### config.mk
export PLATFORM = sky130hd
export DESIGN_NAME = wfq_req_scheduler
export DESIGN_NICKNAME = d
export VERILOG_FILES = /design/src/rtl/wfq_pkg.sv /design/src/rtl/wfq_div_serial.sv /design/src/rtl/wfq_req_scheduler.sv
export SDC_FILE = /design/constraint.sdc
export NUM_CORES = 1
export LEC_CHECK = 0
export ABC_CLOCK_PERIOD_IN_PS = 3500
export BUFFER_PORTS_ARGS = -buffer_cell sky130_fd_sc_hd__clkbuf_2
export CAP_MARGIN = 10
export CORE_MARGIN = 8
export CORE_UTILIZATION = 54
export DETAILED_ROUTE_END_ITERATION = 6
export HOLD_SLACK_MARGIN = 0.12
export PLACE_DENSITY = 0.76
export SYNTH_ARGS = -nofsm -noshare
export SYNTH_HDL_FRONTEND = slang
export SYNTH_SLANG_ARGS = --single-unit
### constraint.sdc
create_clock -name clk -period 3.5 [get_ports clk]
set_input_delay 0.525 -clock clk [delete_from_list [all_inputs] [get_ports clk]]
set_output_delay 0.525 -clock clk [all_outputs]
set_load 0.02 [all_outputs]
### src/rtl/wfq_pkg.sv
// wfq_req_scheduler shared types and defaults.
// FSM encoding, default widths, weight-zero quotient fill.
package wfq_pkg;

  localparam int DEF_NUM_REQ      = 4;
  localparam int DEF_CLASS_WIDTH  = 5;
  localparam int DEF_WEIGHT_WIDTH = 16;
  localparam int DEF_PKT_WIDTH    = 16;
  localparam int DEF_RESULT_WIDTH = 32;
  localparam int DEF_RESP_TIMEOUT = 15;

  // weight 0 saturates the quotient to all ones
  localparam logic WZ_QBIT = 1'b1;

  typedef enum logic [2:0] {
    S_IDLE,
    S_DIV,
    S_ISSUE,
    S_WAIT,
    S_RESP
  } state_t;

endpackage

### src/rtl/wfq_div_serial.sv
// Restoring serial divider, one quotient bit per cycle.
// done is high in the last iteration cycle; results hold afterwards.
module wfq_div_serial #(
  parameter int W = 16
) (
  input  logic         clk,
  input  logic         rstn,
  input  logic         start,
  input  logic [W-1:0] dividend,
  input  logic [W-1:0] divisor,
  output logic         done,
  output logic [W-1:0] quotient,
  output logic [W-1:0] remainder
);

  localparam int CW = $clog2(W);

  logic          run;
  logic [CW-1:0] cnt;
  logic [W-1:0]  quo;
  logic [W-1:0]  rem;
  logic [W-1:0]  dvs;
  logic [W:0]    trial;

  assign trial     = {rem, quo[W-1]};
  assign done      = run && (cnt == CW'(W - 1));
  assign quotient  = quo;
  assign remainder = rem;

  always_ff @(posedge clk) begin
    if (!rstn) begin
      run <= 1'b0;
      cnt <= '0;
      quo <= '0;
      rem <= '0;
      dvs <= '0;
    end else if (start) begin
      run <= 1'b1;
      cnt <= '0;
      quo <= dividend;
      rem <= '0;
      dvs <= divisor;
    end else if (run) begin
      cnt <= cnt + 1'b1;
      if (done) run <= 1'b0;
      if (trial >= {1'b0, dvs}) begin
        rem <= W'(trial - {1'b0, dvs});
        quo <= {quo[W-2:0], 1'b1};
      end else begin
        rem <= trial[W-1:0];
        quo <= {quo[W-2:0], 1'b0};
      end
    end
  end

endmodule

### src/rtl/wfq_req_scheduler.sv
// Round-robin front end for wfq_engine: weight lookup,
// serial len/weight divide, single outstanding engine request.
module wfq_req_scheduler
  import wfq_pkg::*;
#(
  parameter int NUM_REQ      = DEF_NUM_REQ,
  parameter int CLASS_WIDTH  = DEF_CLASS_WIDTH,
  parameter int WEIGHT_WIDTH = DEF_WEIGHT_WIDTH,
  parameter int PKT_WIDTH    = DEF_PKT_WIDTH,
  parameter int RESULT_WIDTH = DEF_RESULT_WIDTH,
  parameter int RESP_TIMEOUT = DEF_RESP_TIMEOUT
) (
  input  logic                           clk,
  input  logic                           rstn,
  input  logic [NUM_REQ-1:0]             in_valid,
  input  logic [NUM_REQ*CLASS_WIDTH-1:0] in_class_id,
  input  logic [NUM_REQ*PKT_WIDTH-1:0]   in_pkt_len,
  output logic [NUM_REQ-1:0]             in_ready,
  output logic [NUM_REQ-1:0]             out_valid,
  output logic [RESULT_WIDTH-1:0]        out_data,
  input  logic                           cfg_wr_en,
  input  logic [CLASS_WIDTH-1:0]         cfg_class_id,
  input  logic [WEIGHT_WIDTH-1:0]        cfg_weight,
  output logic                           eng_req_valid,
  output logic [CLASS_WIDTH-1:0]         eng_req_class_id,
  output logic [WEIGHT_WIDTH-1:0]        eng_req_div_quotient,
  output logic [WEIGHT_WIDTH-1:0]        eng_req_div_remain,
  input  logic                           eng_resp_valid,
  input  logic [RESULT_WIDTH-1:0]        eng_resp_data,
  output logic                           busy,
  output logic                           err_timeout
);

  localparam int IW    = $clog2(NUM_REQ);
  localparam int DEPTH = 1 << CLASS_WIDTH;
  localparam int TW    = $clog2(RESP_TIMEOUT + 1);

  state_t                  state;
  state_t                  state_nx;
  logic [IW-1:0]           last_grant;
  logic [IW-1:0]           idx_r;
  logic [IW-1:0]           win_idx;
  logic                    win_vld;
  logic                    accept;
  logic [CLASS_WIDTH-1:0]  cls_r;
  logic [CLASS_WIDTH-1:0]  win_cls;
  logic [PKT_WIDTH-1:0]    win_len;
  logic [WEIGHT_WIDTH-1:0] win_w;
  logic [WEIGHT_WIDTH-1:0] weight_tbl [DEPTH];
  logic                    wz_r;
  logic                    div_start;
  logic                    div_done;
  logic [WEIGHT_WIDTH-1:0] div_q;
  logic [WEIGHT_WIDTH-1:0] div_r;
  logic [TW-1:0]           tmo_cnt;
  logic                    tmo_hit;
  logic [RESULT_WIDTH-1:0] resp_r;
  logic                    err_r;
  logic                    eng_act;

  // search starts one past the last accepted requester
  always_comb begin : arb
    int            j;
    logic [IW-1:0] cand;
    win_vld = 1'b0;
    win_idx = '0;
    j       = 0;
    cand    = '0;
    for (int k = 1; k <= NUM_REQ; k++) begin
      j = int'(last_grant) + k;
      if (j >= NUM_REQ) j = j - NUM_REQ;
      cand = IW'(j);
      if (!win_vld && in_valid[cand]) begin
        win_vld = 1'b1;
        win_idx = cand;
      end
    end
  end

  assign win_cls   = in_class_id[win_idx*CLASS_WIDTH +: CLASS_WIDTH];
  assign win_len   = in_pkt_len[win_idx*PKT_WIDTH +: PKT_WIDTH];
  assign win_w     = weight_tbl[win_cls];
  assign accept    = (state == S_IDLE) && win_vld;
  assign in_ready  = accept ? (NUM_REQ'(1) << win_idx) : '0;
  assign div_start = accept && (win_w != '0);
  assign tmo_hit   = (tmo_cnt == TW'(RESP_TIMEOUT));

  wfq_div_serial #(
    .W (PKT_WIDTH)
  ) u_div (
    .clk       (clk),
    .rstn      (rstn),
    .start     (div_start),
    .dividend  (win_len),
    .divisor   (win_w),
    .done      (div_done),
    .quotient  (div_q),
    .remainder (div_r)
  );

  always_comb begin
    state_nx = state;
    unique case (state)
      S_IDLE:  if (accept) state_nx = (win_w == '0) ? S_ISSUE : S_DIV;
      S_DIV:   if (div_done) state_nx = S_ISSUE;
      S_ISSUE: state_nx = S_WAIT;
      S_WAIT:  if (eng_resp_valid || tmo_hit) state_nx = S_RESP;
      S_RESP:  state_nx = S_IDLE;
      default: state_nx = S_IDLE;
    endcase
  end

  always_ff @(posedge clk) begin
    if (!rstn) begin
      state      <= S_IDLE;
      last_grant <= IW'(NUM_REQ - 1);
      idx_r      <= '0;
      cls_r      <= '0;
      wz_r       <= 1'b0;
      tmo_cnt    <= '0;
      resp_r     <= '0;
      err_r      <= 1'b0;
      for (int i = 0; i < DEPTH; i++) weight_tbl[i] <= WEIGHT_WIDTH'(1);
    end else begin
      state <= state_nx;
      if (cfg_wr_en) weight_tbl[cfg_class_id] <= cfg_weight;
      if (accept) begin
        last_grant <= win_idx;
        idx_r      <= win_idx;
        cls_r      <= win_cls;
        wz_r       <= (win_w == '0);
      end
      if (state == S_ISSUE) tmo_cnt <= '0;
      else if (state == S_WAIT) tmo_cnt <= tmo_cnt + 1'b1;
      if (state == S_WAIT) begin
        if (eng_resp_valid) begin
          resp_r <= eng_resp_data;
        end else if (tmo_hit) begin
          resp_r <= '0;
          err_r  <= 1'b1;
        end
      end
    end
  end

  assign eng_act              = (state == S_ISSUE) || (state == S_WAIT);
  assign eng_req_valid        = (state == S_ISSUE);
  assign eng_req_class_id     = eng_act ? cls_r : '0;
  assign eng_req_div_quotient = !eng_act ? '0 :
                                wz_r ? {WEIGHT_WIDTH{WZ_QBIT}} : div_q;
  assign eng_req_div_remain   = (eng_act && !wz_r) ? div_r : '0;
  assign out_valid            = (state == S_RESP) ? (NUM_REQ'(1) << idx_r) : '0;
  assign out_data             = resp_r;
  assign busy                 = (state != S_IDLE);
  assign err_timeout          = err_r;

endmodule

; ---- After elaboration in Yosys (flattened, before gate mapping)
; Memories as Yosys holds them, arrays and structs flattened.
; Index checks and enable logic that the tools add are counted.
[classes]
n_addsub = 11
n_mul = 1
n_lt_le_gt_ge = 9
eq_ne = 9
shifts = 4
muxes = 47
n_bitwise = 2
n_reduce_logical = 25
[ops]
columns = op, n
row1 = $mux W16, 7
row2 = $mux W32, 2
row3 = $shiftx A64 B7 Y16, 1
row4 = $shiftx A20 B6 Y5, 1
row5 = $mux W2, 9
row6 = $ge A17 B16 Y1, 1
row7 = $mux W1, 17
row8 = $logic_not A16 Y1, 1
row9 = $reduce_bool A16 Y1, 1
row10 = $reduce_or A16 Y1, 1
row11 = $sub A16 B16 Y16, 1
row12 = $lt A2 B3 Y1 const B, 4
row13 = $pmux W3 S4, 1
row14 = $mux W5, 2
row15 = $ge A3 B3 Y1 const B, 3
row16 = $mux W3, 3
row17 = $add A4 B1 Y4 const B, 2
row18 = $bmux W1 S2, 4
row19 = $eq A4 B4 Y1 const B, 2
row20 = $mux W4, 2
row21 = $shl A1 B2 Y4 const A, 2
row22 = $sub A2 B1 Y2 const B, 4
row23 = $logic_and A1 B1 Y1, 7
row24 = $add A2 B2 Y3 const B, 2
row25 = other kinds (17), 28
[word_totals]
reg_bits = 103
mem_bits_rw = 512
inputBits = 145
output_inout_bits = 80
elab_cells = 122
memories = 1
[memory_table]
columns = name, depth, word_bits, rd, rd_ports_with_merged_regs, wr, line_no
row1 = weight_tbl, 32, 16, 1, 0, 32, wfq_req_scheduler.sv:49  ; logic [WEIGHT_WIDTH-1:0] weight_tbl [DEPTH];

; ---- Depth between registers and ports, before layout
; Gate-level depths: netlist of run 1.
; An unclocked memory read counts as a cell.
[depth]
depth_word = 22
depth_mapped = 17
ltp_nobuf = 15

; ---- Hierarchy
; From an unflattened synthesis of run 1, not the netlist that was laid out.
[hier_totals]
hier_cells = 2722
area_unflattened_um2 = 30177.7
[modules_own_cells]
columns = mod, n_inst, cells_each, area_per_inst_um2
row1 = wfq_req_scheduler, 1, 2362, 27081.0
row2 = wfq_div_serial, 1, 360, 3096.7

; ---- Least setup slack after synthesis of run 1
; Ideal clock, no wire load.
[synth_timing]
path_type = input-to-reg
startpoint = input in_valid[3]
endpoint = register u_div.rem[12], in the netlist u_div.remainder[12]
t_arrival_ns = 3.544
t_required_ns = 3.412
slack_ns = -0.132
stages = 16
path_buffers = 4
cell_sequence = nand2b_1 -> o21ai_1 -> a211oi_4 -> mux2i_4 -> and2_1 -> buf_4 -> buf_6 -> a32oi_1 -> nand4_1 -> nor2_1 -> nor4_1 -> nand2_1 -> o21a_1 -> buf_2 -> buf_6 -> nor4_2
[synth_via]
elab_chain_cells = 18
word_cells_on_any_way = 29
classes_between = 1 x mul / 1 x shift / 16 x mux / 10 x reduce/logical / 1 x memory
[synth_lines]
columns = element, line_no
row1 = start: declaration, wfq_req_scheduler.sv:15  ; input logic [NUM_REQ-1:0] in_valid,
row2 = $bmux W1 S2, wfq_req_scheduler.sv:73  ; if (!win_vld && in_valid[cand]) begin
row3 = $mux W1 (implied by the code), wfq_req_scheduler.sv:73
row4 = $mux W1, wfq_req_scheduler.sv:73
row5 = $logic_not A1 Y1, wfq_req_scheduler.sv:73
row6 = $logic_and A1 B1 Y1, wfq_req_scheduler.sv:73
row7 = $mux W1, wfq_req_scheduler.sv:73
row8 = $logic_not A1 Y1, wfq_req_scheduler.sv:73
row9 = $logic_and A1 B1 Y1, wfq_req_scheduler.sv:73
row10 = [2 not listed], --
row11 = $logic_and A1 B1 Y1, wfq_req_scheduler.sv:73
row12 = $mux W2, wfq_req_scheduler.sv:73
row13 = $mul A2 B3 Y5, wfq_req_scheduler.sv:80  ; assign win_cls = in_class_id[win_idx*CLASS_WIDTH +: CLASS_WIDTH];
row14 = $shiftx A20 B6 Y5, wfq_req_scheduler.sv:80
row15 = $mem_v2 Z32 W16, --
row16 = $reduce_bool A16 Y1, wfq_req_scheduler.sv:85  ; assign div_start = accept && (win_w != '0);
row17 = $logic_and A1 B1 Y1 (*), wfq_req_scheduler.sv:85
row18 = $reduce_or A2 Y1 (no source line) (*), --
row19 = end signal: assignment, wfq_div_serial.sv:47  ; rem <= W'(trial - {1'b0, dvs});
row20 = end signal: assignment, wfq_div_serial.sv:50  ; rem <= trial[W-1:0];
row21 = end: declaration, wfq_div_serial.sv:21  ; logic [W-1:0] rem;
; Every way passes the cells marked *; elsewhere a longest branch is shown, timed or not. The select of a mux whose other input is x is not followed.
; A chain may end at the register's enable or synchronous reset.

; ---- Worst setup path in the final report of run 1
[layout_timing]
startpoint = register last_grant[0]
endpoint = register state[1]
[layout_via]
elab_chain_cells = 22
word_cells_on_any_way = 48
classes_between = 8 x add/sub / 1 x mul / 4 x order compare / 1 x eq/ne / 1 x shift / 23 x mux / 9 x reduce/logical / 1 x memory
[layout_lines]
columns = element, line_no
row1 = start: declaration, wfq_req_scheduler.sv:40  ; logic [IW-1:0] last_grant;
row2 = start signal: assignment, wfq_req_scheduler.sv:116  ; last_grant <= IW'(NUM_REQ - 1);
row3 = start signal: assignment, wfq_req_scheduler.sv:128  ; last_grant <= win_idx;
row4 = $add A2 B1 Y3, wfq_req_scheduler.sv:70  ; j = int'(last_grant) + k;
row5 = $ge A3 B3 Y1 / $sub A2 B1 Y2 (equally long branches), wfq_req_scheduler.sv:71  ; if (j >= NUM_REQ) j = j - NUM_REQ;
row6 = $mux W2, wfq_req_scheduler.sv:71
row7 = $bmux W1 S2, wfq_req_scheduler.sv:73
row8 = $mux W1 (implied by the code), wfq_req_scheduler.sv:73
row9 = $mux W1, wfq_req_scheduler.sv:73
row10 = $logic_not A1 Y1, wfq_req_scheduler.sv:73
row11 = $logic_and A1 B1 Y1, wfq_req_scheduler.sv:73
row12 = [6 not listed], --
row13 = $mux W2, wfq_req_scheduler.sv:73
row14 = $mul A2 B3 Y5, wfq_req_scheduler.sv:80
row15 = $shiftx A20 B6 Y5, wfq_req_scheduler.sv:80
row16 = $mem_v2 Z32 W16, --
row17 = $logic_not A16 Y1, wfq_req_scheduler.sv:104  ; S_IDLE: if (accept) state_nx = (win_w == '0) ? S_ISSUE : S_DIV;
row18 = $mux W2, wfq_req_scheduler.sv:104
row19 = $mux W3, wfq_req_scheduler.sv:104
row20 = $pmux W3 S4, wfq_req_scheduler.sv:103  ; unique case (state)
row21 = end signal: assignment, wfq_req_scheduler.sv:125  ; state <= state_nx;
row22 = end: declaration, wfq_req_scheduler.sv:38  ; state_t state;
; Parallel ways exist; a longest one is shown, timed or not. The select of a mux whose other input is x is not followed.

==> flow_summary_export.csv, run 1 <==
group,metric,value,unit
worst_setup_path,required,4.01,ns
clock_tree,cts_tree,"done",
worst_setup_path,crit_path_frequent_cell,"buf_6",
cells_and_area,area_growth,27.2,%
cells_and_area,drive_gt1_share,27.5,%
power_and_ir_drop,ir_worst_vdd,0.377,mV
power_and_ir_drop,p_per_area,553,nW/um^2
yosys,synth-seq-cells,615,
power_and_ir_drop,p_leak,14.9,nW
worst_setup_path,crit_slowest_cell,"mux2i_1",
yosys,synth_edf_count,512,
yosys,synth_top_family_by_area,"simple AND/OR/NAND/NOR gates",
sta,fin_skew,0.0321,ns
sta,max_freq,249,MHz
detailed_routing,wire_per_inst,27.0,um
yosys,yosys.area_share.simple,21.9,%
worst_setup_path,arrival,4.53,ns
sta,worst_pin_slew,1.28,ns
global_routing,track_usage,32.0,%
yosys,synth_cell_types,64,
yosys,avgSynthCellArea,11.1,sq um
clock_tree,htreeDepth,3,
detailed_routing,vias,24400,
outcome,violations,"setup timing",
clock_tree,cts.clk_slew.worst_paths,0.06,ns
cells_and_area,utilization,69.3,%
flow_run,drv_cap,0,
floorplanning,core,54900,sq um
power_and_ir_drop,intPower,15.0,mW
yosys,ys_top_cells_by_area,"edfxtp_1 51%, and2_1 11%, dfxtp_1 6.9%",
sta,fin_crit_sh,115,%
yosys,ys.flop_type,"edfxtp_1",
clock_tree,cts_root_buf,"clkbuf_16",
clock_tree,clockBufferDepth,3,
yosys,synth_area_leader_cell,"edfxtp_1",
cells_and_area,nets,3317,
worst_setup_path,startpoint_type,"register",
sta,timing.final.max_slew_violations,0,
yosys,synth-compound-area-share,8.00,%
global_routing,antenna_found_initial,4,
cells_and_area,fillers,3837,
yosys,postSynthCellCount,2696,
placed_design,io_buffers,224,
global_routing,grt_max_degree,59,
placed_design,place_congestion,1.01,
sta,period_minus_slack,4.02,ns
cells_and_area,antenna_cells,0,
outcome,status,"complete, but fails checks",
detailed_routing,routed_wl,105,mm
power_and_ir_drop,power_switching,6.07,mW
worst_setup_path,worst-setup-path-type,"register to register",
detailed_routing,dr.pass1.iters,5,
placed_design,dpl.hpwl,68.3,mm
global_routing,grt.overflow.total,0,
worst_hold_path,hp-class,"primary input to register",
placed_design,dp.cells,3698,
clock_tree,clock-sinks,615,
yosys,synth-xor-area-share,0.293,%
floorplanning,start_util,54.5,%
clock_tree,numCtsBuffers,67,
yosys,synth_fa_ha_area_share,0.820,%
power_and_ir_drop,seq_power_share,40.8,%
yosys,yosysWarnings,0,
sta,final-setup-viol-count,56,
cells_and_area,layoutNonFillerInstCount,3909,
yosys,yosysSeqAreaShare,58.3,%
detailed_routing,drt_iter0_drc,2905,
sta,max_slew_margin,14.4,%
worst_setup_path,max_stage_delay,0.37,ns
sta,layout_setup_ws,-0.522,ns
detailed_routing,drc,0,
yosys,syn_area,29900,sq um
floorplanning,die_width,251,um
floorplanning,io_pins,225,
yosys,synthMuxAreaShare,7.09,%
floorplanning,row_count,86,
global_routing,grt_pass1_vias,24000,
detailed_routing,viasPerCell,6.24,
power_and_ir_drop,switching_share,28.9,%
worst_setup_path,path_cells,"nand2b_4 -> a211oi_4 -> buf_6 -> mux2i_4 -> mux2_8 -> buf_8 -> buf_16 -> buf_12 -> mux2i_1 -> a32oi_1 -> nand4_1 -> nor2_2 -> nor4_4 -> nand2_2 -> buf_6 -> or3_4 -> a221oi_2",
floorplanning,die_area,63200,sq um
power_and_ir_drop,power.share.clock,34.5,%
worst_setup_path,endpoint_kind,"register",
power_and_ir_drop,comb_power_share,24.7,%
yosys,synth_top_area_share,51.4,%
yosys,synthArstFlopShare,0,%
floorplanning,floorplan.die.height,251,um
sta,rsz0062_at_grt,"yes",
yosys,synth_nets,2860,
worst_setup_path,critPathMaxFanout,7,
global_routing,grt_pass1_wl,152,mm
sta,hold_violations,0,
clock_tree,worst_skew_pair.late_latency,0.62,ns
detailed_routing,drtAntennaViolNets,0,
Yosys cell counts, drive strengths merged, types with 25 or more instances:
library cell  count
nor2            180
clkbuf          168
o21ai            52
nand3            27
a22oi            32
nand4            36
a32oi           128
edfxtp          512
dfxtp           103
and2            506
or3              40
mux2i           191
buf              62
inv              25
nand2           420
power groups by stage:
stage | clock network (mW) | registers [mW] | logic [mW]
after global routing | 7.57 | 8.61 | 5.41
after floorplan | 0 | 8.63 | 2.26
final | 7.25 | 8.58 | 5.19
after CTS | 7.28 | 8.57 | 4.74
after global placement | 0 | 8.69 | 4.04
after detailed placement | 0 | 8.71 | 4.11
worst max-delay path: cells and delay by family, from the launching register on:
family / cells / cell delay, ns
multiplexers: 3 / 0.88
AND/OR/NAND/NOR: 6 / 1.22
AO/OA/AOI/OAI: 3 / 0.74
buffers and inverters: 5 / 0.73
flip-flops: 1 / 0.34
logic make-up (layout without fill, tap and decap cells):
family / count (synthesis) / count (layout)
buf+inv: 256 / 765
flops: 615 / 615
mux: 208 / 208
compound gates: 308 / 308
xor+xnor: 10 / 10
simple gates: 1280 / 1280
fa+ha+maj: 19 / 19
repair_timing:
| item | 4_1_cts | 5_1_grt |
|---|---|---|
| resized for setup | 128 | 91 |
| setup buffers | 51 | 33 |
| hold buffers | 0 | 0 |
| setup endpoints to repair | 56 | 56 |
| gates cloned | 9 | 4 |
| pin swaps | 29 | 47 |
flip-flops by register name (all words and copies together) (netlist names):
signal,flops
weight_tbl,512
out_data,32
u_div.dvs,16
u_div.quotient,16
u_div.remainder,16
cls_r,5
tmo_cnt,4
u_div.cnt,4
state,3
idx_r,2
last_grant,2
err_timeout,1
u_div.run,1
wz_r,1
layer usage:
layer  part of all wire [%]  up-vias  global-route usage [%]
met3                     12      350                    7.28
met2                     47     1609                    52.7
met4                    6.1        0                    17.8
met1                     36    11900                    38.8
li1                       -    10500                       -
met5                      0        -                       0
path summary, 6_finish.rpt:
path                         startpoint                  endpoint  slack, ns  depth (start not counted)
max reg2reg  last_grant[0]$_SDFFE_PN1P_     state[1]$_SDFFE_PN0P_      -0.52                         17
min reg2reg       cls_r[1]$_SDFFE_PN0P_     cls_r[1]$_SDFFE_PN0P_       0.46                          2
max          last_grant[0]$_SDFFE_PN1P_     state[1]$_SDFFE_PN0P_      -0.52                         17
min                    eng_resp_data[0]  out_data[0]$_SDFFE_PN0P_       0.18                          3
cell type report:
class                   instances  area (sq um)  share of cell area (%)
clock inverters                29           345                   0.908
flip-flops and latches        615         17400                    45.9
clock buffers                  92          1880                    4.94
inverters                      26          97.6                   0.257
repair buffers                618          5020                    13.2
well taps                     704           881                    2.32
multi-input cells            1825         12400                    32.5
stage by stage:
stage / setup TNS [ns] / worst slack (ns) / hold slack [ns] / instance area, sq um / total power, mW
floorplan: -0.559 / -0.0434 / 0.432 / 30000 / 10.9
global placement: -57.92 / -1.15 / 0.442 / 33700 / 12.7
detailed placement: -63.63 / -1.29 / 0.459 / 33700 / 12.8
CTS: -15.52 / -0.354 / 0.150 / 37300 / 20.6
global route: -24.62 / -0.521 / 0.171 / 38000 / 21.6
finish: -24.83 / -0.522 / 0.179 / 38000 / 21.0
cells in the final DEF, fill, tap and decap left out, drive strengths merged, types with 40 or more instances in the layout:
master,netlist,layout
o21ai,52,52
a32oi,128,128
clkbuf,168,319
nor2,180,180
and2,506,506
dfxtp,103,103
mux2i,191,191
nand2,420,420
edfxtp,512,512
buf,62,391
or3,40,40
(Power assumes the default switching activity.)
==> run 2: changes to the inputs <==
- CELL_PAD_IN_SITES_DETAIL_PLACEMENT: not set -> 0
- CELL_PAD_IN_SITES_GLOBAL_PLACEMENT: not set -> 1
- CORE_UTILIZATION: 54 -> 44
- PLACE_DENSITY: 0.76 -> not set
- PLACE_DENSITY_LB_ADDON: not set -> 0.1
==> flow_summary_export.csv, run 2 (synthesis results as in run 1) <==
group,metric,value,unit
placed_design,io_buffers,224,
sta,worst_pin_slew,1.23,ns
worst_setup_path,path_cells,"nand2b_4 -> o21ai_4 -> a211oi_4 -> buf_6 -> mux2_8 -> buf_12 -> buf_12 -> clkbuf_16 -> nand2_1 -> a32oi_1 -> buf_4 -> nand4_1 -> nor2_4 -> nor4_2 -> nand2_1 -> buf_6 -> o21a_4 -> buf_12 -> a2111oi_2",
clock_tree,cts.clk_slew.worst_paths,0.06,ns
worst_setup_path,critPathMaxFanout,14,
sta,final-setup-viol-count,56,
clock_tree,numCtsBuffers,71,
worst_setup_path,arrival,4.53,ns
sta,fin_crit_sh,115,%
clock_tree,worst_skew_pair.late_latency,0.61,ns
sta,fin_skew,0.0219,ns
clock_tree,clock-sinks,615,
floorplanning,io_pins,225,
worst_setup_path,worst-setup-path-type,"register to register",
power_and_ir_drop,p_per_area,559,nW/um^2
detailed_routing,vias,23500,
floorplanning,floorplan.die.height,277,um
floorplanning,core,67300,sq um
detailed_routing,drtAntennaViolNets,0,
outcome,violations,"setup timing",
detailed_routing,drc,0,
cells_and_area,final_common_cell,"edfxtp_1",
flow_run,drv_cap,0,
worst_setup_path,crit_path_frequent_cell,"buf_12",
power_and_ir_drop,p_total,21.2,mW
sta,timing.final.max_slew_violations,0,
clock_tree,clockBufferDepth,3,
power_and_ir_drop,p_leak,14.8,nW
floorplanning,row_count,95,
global_routing,antenna_found_initial,5,
outcome,status,"complete, but fails checks",
power_and_ir_drop,ir_worst_vdd,0.348,mV
sta,hold_violations,0,
detailed_routing,drt_iter0_drc,2261,
sta,rsz0062_at_grt,"yes",
floorplanning,start_util,44.4,%
cells_and_area,final_cell_mix,"512 x edfxtp_1, 502 x and2_1, 419 x nand2_1",
global_routing,grt_pass1_wl,160,mm
detailed_routing,wire_per_inst,27.2,um
detailed_routing,dr.pass1.iters,6,
sta,max_slew_margin,17.8,%
global_routing,grt.overflow.total,0,
worst_setup_path,crit_slowest_cell,"mux2_8",
global_routing,grt_max_degree,63,
worst_setup_path,endpoint_kind,"register",
placed_design,dpl.hpwl,75.6,mm
sta,period_minus_slack,4.03,ns
cells_and_area,area_growth,27.1,%
floorplanning,die_width,277,um
global_routing,track_usage,27.8,%
worst_setup_path,crit_buf_inv,7,
sta,max_freq,248,MHz
global_routing,grt_pass1_vias,23400,
detailed_routing,viasPerCell,5.78,
worst_setup_path,required,4.00,ns
cells_and_area,largest_reg_flops,512,
worst_setup_path,max_stage_delay,0.41,ns
placed_design,pre_cts_slack,-1.46,ns
sta,layout_setup_ws,-0.531,ns
worst_setup_path,crit_family,"buffers and inverters",
floorplanning,die_area,76600,sq um
clock_tree,cts_tree,"done",
clock_tree,htreeDepth,3,
worst_setup_path,startpoint_type,"register",
placed_design,place_congestion,0.976,
clock_tree,cts_root_buf,"clkbuf_16",
clock_tree,cts_hold_buf,0,
worst_hold_path,hp-class,"primary input to register",
cells_and_area,regMostFlops,"weight_tbl",
cells_and_area,nets,3294,
detailed_routing,routed_wl,110,mm
cells_and_area,drive_gt1_share,26.7,%
## run 2: changes by cell type in the layout (fill, tap and decap cells not counted), moves of 6 or more
cell / change
buf_16: -8
nor2_1: +10
buf_4: -19
nor2_4: -6
buf_12: +9
buf_6: -8
## run 2: per-layer routing
metal	share of wire [%]	GRT usage [%]
met5	0	0
met4	4.9	12.8
met3	8.0	4.94
met2	47	46.2
met1	40	35.1
## run 2: timing repair
item                       4_1_cts  5_1_grt
gates cloned                     4        5
resized for setup              101       64
pin swaps                       20       15
setup endpoints to repair       56       56
setup buffers                   27       25
## run 2: per-stage QoR
stage	hold WS, ns	utilization [%]	std cells	setup TNS (ns)	instance area, sq um
2_1_floorplan	0.432	-	2696	-0.559	30000
3_3_place_gp	0.442	50.6	3868	-73.97	34100
3_5_place_dp	0.446	50.7	3869	-76.45	34100
4_1_cts	0.133	55.4	4023	-21.78	37300
5_1_grt	0.174	56.5	4053	-30.19	38000
6_report	0.167	56.5	4056	-25.68	38000
## run 2: worst paths after layout
kind / slack [ns] / endpoint / cells past startpoint / startpoint
max: -0.53 / u_div.remainder[4]$_SDFFE_PP0P_ / 19 / last_grant[0]$_SDFFE_PN1P_
min: 0.17 / out_data[13]$_SDFFE_PN0P_ / 3 / eng_resp_data[13]
max reg2reg: -0.53 / u_div.remainder[4]$_SDFFE_PP0P_ / 19 / last_grant[0]$_SDFFE_PN1P_
min reg2reg: 0.45 / cls_r[1]$_SDFFE_PN0P_ / 2 / cls_r[1]$_SDFFE_PN0P_
## run 2: final cells by class
cell class / count / area [sq um]
fill: 5622 / 29300
sequential: 615 / 17400
multi-input combinational: 1825 / 12300
timing repair buffer: 591 / 4790
clock buffer: 91 / 1940
tap: 873 / 1090
clock inverter: 32 / 382
inverter: 26 / 97.6
antenna: 3 / 7.51
## run 2: report_power, final
group	internal, mW	switching, mW
Combinational	2.18	2.93
Clock	4.51	3.03
Sequential	8.35	0.221
## run 2: worst min-delay path, cell delays in order
cell	delay, ns
clkbuf_2	0.08
a22oi_1	0.06
nor2_1	0.07
